`src/rtl/mul_arbiter_if.sv`:
```
// mul_arbiter_if: one requester's operand handshake and product return channel.
interface mul_arbiter_if;
   logic        valid;
   logic        ready;
   logic [31:0] a;
   logic [31:0] b;
   logic        rsp_valid;
   logic        rsp_ready;
   logic [63:0] p;
   modport master (output valid, a, b, rsp_ready, input ready, rsp_valid, p);
   modport slave  (input valid, a, b, rsp_ready, output ready, rsp_valid, p);
endinterface

```
`src/rtl/mul_arbiter.sv`:
```
// mul_arbiter: round-robin sharing of one free-running 32x32 multiplier between two requesters.
module mul_arbiter #(
   parameter int HOLD_CYCLES = 36
) (
   input  logic          clk,
   input  logic          rst,
   mul_arbiter_if.slave  req0,
   mul_arbiter_if.slave  req1,
   output logic [31:0]   mul_a,
   output logic [31:0]   mul_b,
   input  logic [63:0]   mul_out,
   output logic          busy
);
   localparam int CW = (HOLD_CYCLES > 2) ? $clog2(HOLD_CYCLES) : 1;
   typedef enum logic [1:0] {IDLE, RUN, RESP} state_t;
   state_t        state_q, state_d;
   logic          ptr_q, ptr_d, own_q, own_d;
   logic [CW-1:0] cnt_q, cnt_d;
   logic [63:0]   res_q, res_d;
   logic [31:0]   a_q, a_d, b_q, b_d;
   logic          idle, any, gnt, last, done;
   always_comb begin
      idle  = state_q == IDLE;
      any   = req0.valid | req1.valid;
      // preferred requester wins if valid, otherwise the other one
      gnt   = (ptr_q ? req1.valid : req0.valid) ? ptr_q : ~ptr_q;
      last  = cnt_q == CW'(HOLD_CYCLES - 1);
      done  = state_q == RESP && (own_q ? req1.rsp_ready : req0.rsp_ready);
      req0.ready     = !rst && idle && any && !gnt;
      req1.ready     = !rst && idle && any && gnt;
      req0.rsp_valid = state_q == RESP && !own_q;
      req1.rsp_valid = state_q == RESP && own_q;
      req0.p         = res_q;
      req1.p         = res_q;
      state_d = state_q;
      ptr_d   = ptr_q;
      own_d   = own_q;
      cnt_d   = cnt_q;
      res_d   = res_q;
      a_d     = a_q;
      b_d     = b_q;
      if (idle && any) begin
         state_d = RUN;
         own_d   = gnt;
         cnt_d   = '0;
         a_d     = gnt ? req1.a : req0.a;
         b_d     = gnt ? req1.b : req0.b;
      end else if (state_q == RUN) begin
         cnt_d   = last ? cnt_q : cnt_q + CW'(1);
         res_d   = last ? mul_out : res_q;
         state_d = last ? RESP : RUN;
      end else if (done) begin
         state_d = IDLE;
         ptr_d   = ~own_q;
      end
   end
   always_ff @(posedge clk) begin
      if (rst) begin
         state_q <= IDLE;
         ptr_q   <= 1'b0;
         own_q   <= 1'b0;
         cnt_q   <= '0;
         res_q   <= '0;
         a_q     <= '0;
         b_q     <= '0;
      end else begin
         state_q <= state_d;
         ptr_q   <= ptr_d;
         own_q   <= own_d;
         cnt_q   <= cnt_d;
         res_q   <= res_d;
         a_q     <= a_d;
         b_q     <= b_d;
      end
   end
   assign mul_a = a_q;
   assign mul_b = b_q;
   assign busy  = !idle;
endmodule

```
`src/flat_wrapper.sv`:
```
// flat-port wrapper written by rule: the top's interface ports become plain ports
module mul_arbiter_flat 
#(
   parameter int HOLD_CYCLES = 36
)
  (clk, rst, mul_a, mul_b, mul_out, busy, req0_valid, req0_a, req0_b, req0_rsp_ready, req0_ready, req0_rsp_valid, req0_p, req1_valid, req1_a, req1_b, req1_rsp_ready, req1_ready, req1_rsp_valid, req1_p);
  mul_arbiter_if req0_i ();
  mul_arbiter_if req1_i ();
  input  logic clk;
  input  logic rst;
  output logic [31:0] mul_a;
  output logic [31:0] mul_b;
  input  logic [63:0] mul_out;
  output logic busy;
  input wire logic [$bits(req0_i.valid)-1:0] req0_valid;
  input wire logic [$bits(req0_i.a)-1:0] req0_a;
  input wire logic [$bits(req0_i.b)-1:0] req0_b;
  input wire logic [$bits(req0_i.rsp_ready)-1:0] req0_rsp_ready;
  output wire logic [$bits(req0_i.ready)-1:0] req0_ready;
  output wire logic [$bits(req0_i.rsp_valid)-1:0] req0_rsp_valid;
  output wire logic [$bits(req0_i.p)-1:0] req0_p;
  input wire logic [$bits(req1_i.valid)-1:0] req1_valid;
  input wire logic [$bits(req1_i.a)-1:0] req1_a;
  input wire logic [$bits(req1_i.b)-1:0] req1_b;
  input wire logic [$bits(req1_i.rsp_ready)-1:0] req1_rsp_ready;
  output wire logic [$bits(req1_i.ready)-1:0] req1_ready;
  output wire logic [$bits(req1_i.rsp_valid)-1:0] req1_rsp_valid;
  output wire logic [$bits(req1_i.p)-1:0] req1_p;
  assign req0_i.valid = req0_valid;
  assign req0_i.a = req0_a;
  assign req0_i.b = req0_b;
  assign req0_i.rsp_ready = req0_rsp_ready;
  assign req0_ready = req0_i.ready;
  assign req0_rsp_valid = req0_i.rsp_valid;
  assign req0_p = req0_i.p;
  assign req1_i.valid = req1_valid;
  assign req1_i.a = req1_a;
  assign req1_i.b = req1_b;
  assign req1_i.rsp_ready = req1_rsp_ready;
  assign req1_ready = req1_i.ready;
  assign req1_rsp_valid = req1_i.rsp_valid;
  assign req1_p = req1_i.p;
  mul_arbiter #(.HOLD_CYCLES(HOLD_CYCLES)) u_core (.clk(clk), .rst(rst), .req0(req0_i), .req1(req1_i), .mul_a(mul_a), .mul_b(mul_b), .mul_out(mul_out), .busy(busy));
endmodule
```
`config.mk`:
```
export PLATFORM = sky130hd
export DESIGN_NAME = mul_arbiter_flat
export DESIGN_NICKNAME = d
export VERILOG_FILES = /design/src/rtl/mul_arbiter_if.sv /design/src/rtl/mul_arbiter.sv /design/src/flat_wrapper.sv
export SDC_FILE = /design/constraint.sdc
export NUM_CORES = 1
export LEC_CHECK = 0
export BUFFER_PORTS_ARGS = -buffer_cell sky130_fd_sc_hd__buf_4
export CORE_ASPECT_RATIO = 1.1
export CORE_UTILIZATION = 25
export CTS_BUF_LIST = sky130_fd_sc_hd__clkbuf_16
export DETAILED_ROUTE_END_ITERATION = 8
export PLACE_DENSITY = 0.47
export SLEW_MARGIN = 20
export SYNTH_ARGS = -nofsm -noshare
export SYNTH_HDL_FRONTEND = slang
export SYNTH_SLANG_ARGS = --single-unit
```
`constraint.sdc`:
```
create_clock -name clk -period 3.3 [get_ports clk]
set_clock_uncertainty 0.1 [all_clocks]
set_input_delay 0.33 -clock clk [delete_from_list [all_inputs] [get_ports clk]]
set_output_delay 0.33 -clock clk [all_outputs]
set_load 0.02 [all_outputs]
```
==> flow_metrics.env <==
export IMPL_critical_path_cell_chain="nor3_1 -> and3_2 -> buf_4"
export IMPL_cts_root_to_sink_buffers=2
export IMPL_drtIter0Drc=273
export IMPL_netlist_area_um2=6390
export IMPL_detailedPlace_worstSlack_ns=1.11
export IMPL_routed_via_count=5900
export IMPL_finalWorstSetupSlack_ns=0.845
export IMPL_met3_wirelength_mm=2.16
export IMPL_worstPathRequired_ns=2.87
export IMPL_synthDominantCellAreaShare=0.433
export IMPL_wire_length_of_the_first_global_routing_pass_mm=33.0
export IMPL_synth_seq_cells=138
export IMPL_antenna_left=0
export IMPL_die_width_um=154
export IMPL_placed_instances=1227
export IMPL_final_max_slew_viol_count=0
export IMPL_synth_nets=833
export IMPL_synth_yosys_seq_area_share=0.433
export IMPL_routed_wire_length_per_instance_um=17.9
export IMPL_synth_edf_count=0
export IMPL_overall_global_routing_resource_usage=0.166
export IMPL_max_cap_violations=0
export IMPL_multiInputGateArea_um2=2750
export IMPL_grt_antenna_before_repair=0
export IMPL_holdCritStartpoint="req1_b[0]"
export IMPL_firstDrtPassIters=4
export IMPL_run_status="finished, final reports clean"
export IMPL_achievable_frequency_ghz=0.407
export IMPL_totalPowerFinal_mw=4.22
export IMPL_setup_tns_ns=0
export IMPL_fin_crit_ns=2.46
export IMPL_clock_insertion_delay_worst_skew_ns=0.41
export IMPL_detail_route_drc_violations=0
export IMPL_synthDistinctLibCells=34
export IMPL_vias_per_cell=4.69
export IMPL_timing_final_hold_violations=0
export IMPL_rsz_0062_raised_after_global_routing="no"
export IMPL_synth_yosys_warnings=0
export IMPL_drive_above_1_share=0.468
export IMPL_vdd_ir_drop_max_uv=271
export IMPL_final_cells=1259
export IMPL_place_hpwl_mm=16.4
export IMPL_synth_ff_type="sky130_fd_sc_hd__dfxtp_1"
export IMPL_portBuffers=394
export IMPL_placeableCoreArea_um2=24800
export IMPL_tightestPinTransition_ns=0.857
export IMPL_tritoncts_buffers=17
export IMPL_cts_post_setup_buffers_inserted=0
export IMPL_worstSetupStartpoint="u_core.state_q[1]$_SDFFE_PP0P_"
export IMPL_clk_root_buffer_cell="sky130_fd_sc_hd__clkbuf_16"
export IMPL_leakage_nw=5.01
export IMPL_hold_path_class="input pin to register"
export IMPL_rows=60
export IMPL_met2RoutedLength_mm=11.1
export IMPL_cts_clk_slew_worst_paths_ns=0.07
export IMPL_most_common_cell_in_the_synthesized_netlist="sky130_fd_sc_hd__dfxtp_1"
export IMPL_top_area_cells_in_the_synthesized_netlist="sky130_fd_sc_hd__dfxtp_1, sky130_fd_sc_hd__mux2i_1, sky130_fd_sc_hd__a221o_1"
export IMPL_pin_count_of_the_biggest_net_entering_global_routing=119
export IMPL_grt_overflow_total=0
export IMPL_fin_area_um2=9560
export IMPL_design_portCount=395
export IMPL_cts_resized_gates=0
export IMPL_cts_sink_count=138
export IMPL_nets=1135
export IMPL_tritoncts_clock_tree="built"
export IMPL_setup_worst_path_start_class="register"
export IMPL_postCtsHoldBufs=0
export IMPL_grt_pass1_vias=5729
export IMPL_post_route_period_util=0.744
export IMPL_h_tree_depth=4
export IMPL_area_growth_synth_to_final_pct=49.6
export IMPL_finalSetupViolations=0
export IMPL_crit_reg2reg_launch="u_core.cnt_q[0]$_SDFFE_PP0P_"
export IMPL_ys_top_cells_by_count="sky130_fd_sc_hd__dfxtp_1, sky130_fd_sc_hd__nand2_1, sky130_fd_sc_hd__buf_4, sky130_fd_sc_hd__mux2i_1"
export IMPL_ff2ff_setup_slack_ns=1.12
export IMPL_syn_area_per_cell_um2=10.1
export IMPL_layout_area_seq_um2=2760
export IMPL_criticalPathCategory="register to primary output"
export IMPL_asyncSetResetFlopFracSynth=0
export IMPL_worst_path_max_delay_cell="sky130_fd_sc_hd__and3_2"
export IMPL_critPathCaptureType="primary output"
export IMPL_post_synth_top_area_cell="sky130_fd_sc_hd__dfxtp_1"
export IMPL_chipHeight_um=170
export IMPL_place_area_um2=9000
export IMPL_place_gp_congestion=0.736
export IMPL_pwr_density_cell_nw_per_um2=442
export IMPL_top_routing_layer_in_use="met4"
export IMPL_area_of_the_die_um2=26200
export IMPL_initial_utilization=0.258
export IMPL_post_synth_inst_count=634
export IMPL_detail_route_wirelength_mm=22.6
export IMPL_nFillCells=2505
export IMPL_path_max_fanout=30
export IMPL_met1_length_mm=8.80
export IMPL_max_slew_margin=0.429
export IMPL_crit_path_max_incr_delay_ns=0.70
export IMPL_worstPathArrival_ns=2.03
export IMPL_antenna_cells=0
==> sequential cells by signal, indices dropped and copies added, names as in the netlist <==
register	cells
u_core.own_q	1
u_core.ptr_q	1
u_core.mul_b	32
u_core.state_q	2
u_core.req0.p	64
u_core.mul_a	32
u_core.cnt_q	6
==> path summary, 6_finish.rpt <==
check	to	depth (start not counted)
setup / recovery	req0_ready	3
hold / removal	u_core.mul_b[0]$_SDFFE_PP0P_	2
setup reg to reg	u_core.req0.p[13]$_SDFFE_PP0P_	5
hold reg to reg	u_core.req0.p[19]$_SDFFE_PP0P_	2
==> metrics by stage <==
| stage | hold WS (ns) | utilization |
|---|---|---|
| 2_1_floorplan | 0.295 | - |
| 3_3_place_gp | 0.361 | 0.363 |
| 3_5_place_dp | 0.367 | 0.363 |
| 4_1_cts | 0.000664 | 0.386 |
| 5_1_grt | 0.00504 | 0.386 |
| 6_report | 0.0268 | 0.386 |
==> power breakdown <==
group	internal (mW)	switching (mW)	leakage [nW]	total, mW
Combinational	0.319	0.293	3.63	0.611
Clock	1.04	0.800	0.259	1.84
Sequential	1.74	0.0403	1.12	1.78
Total	3.09	1.13	5.01	4.22
==> logic make-up (layout without fill, tap and decap cells) <==
group | count (synthesis) | after routing | share of synthesized area
muxes | 67 | 67 | 0.105
adders and majority gates | 1 | 1 | 0.00196
and+or+nand+nor | 153 | 153 | 0.0997
DFF | 138 | 138 | 0.433
buffers and inverters | 127 | 442 | 0.138
AOI/OAI and AO/OA | 148 | 148 | 0.222
==> critical path, delay by kind of cell (launching register included) <==
kind / cells / cell delay, ns
AND/OR/NAND/NOR: 2 / 0.94
flip-flops: 1 / 0.41
buffers and inverters: 1 / 0.26
==> metal layers <==
metal	vias up	global-route usage
met5	-	0
met4	0	0.0641
met3	25	0.0664
met2	287	0.290
met1	2742	0.180
li1	2846	-
==> area by class of cell <==
type,count,area share
Timing Repair Buffer,406,0.323
Sequential cell,138,0.289
Multi-Input combinational cell,369,0.287
Clock buffer,17,0.0445
Tap cell,310,0.0406
Clock inverter,15,0.0132
Inverter,4,0.00210
==> cells in the final DEF (no fill, tap or decap), drive strengths merged <==
cell type / Yosys / layout
a21oi: 7 / 7
nor3: 1 / 1
mux2i: 67 / 67
bufinv: 0 / 1
nand2: 133 / 133
inv: 4 / 10
a211oi: 1 / 1
clkinv: 0 / 2
buf: 99 / 406
nand3: 2 / 2
o31ai: 2 / 2
or2: 1 / 1
nand3b: 2 / 2
nor2b: 1 / 1
nand2b: 2 / 2
ha: 1 / 1
clkinvlp: 0 / 6
o211a: 64 / 64
or4: 1 / 1
and4b: 1 / 1
o211ai: 4 / 4
and3: 4 / 4
and3b: 1 / 1
or3: 3 / 3
dfxtp: 138 / 138
nor3b: 1 / 1
o21ai: 4 / 4
a221o: 64 / 64
clkbuf: 24 / 17
o21bai: 2 / 2
(Power assumes the default switching activity.)
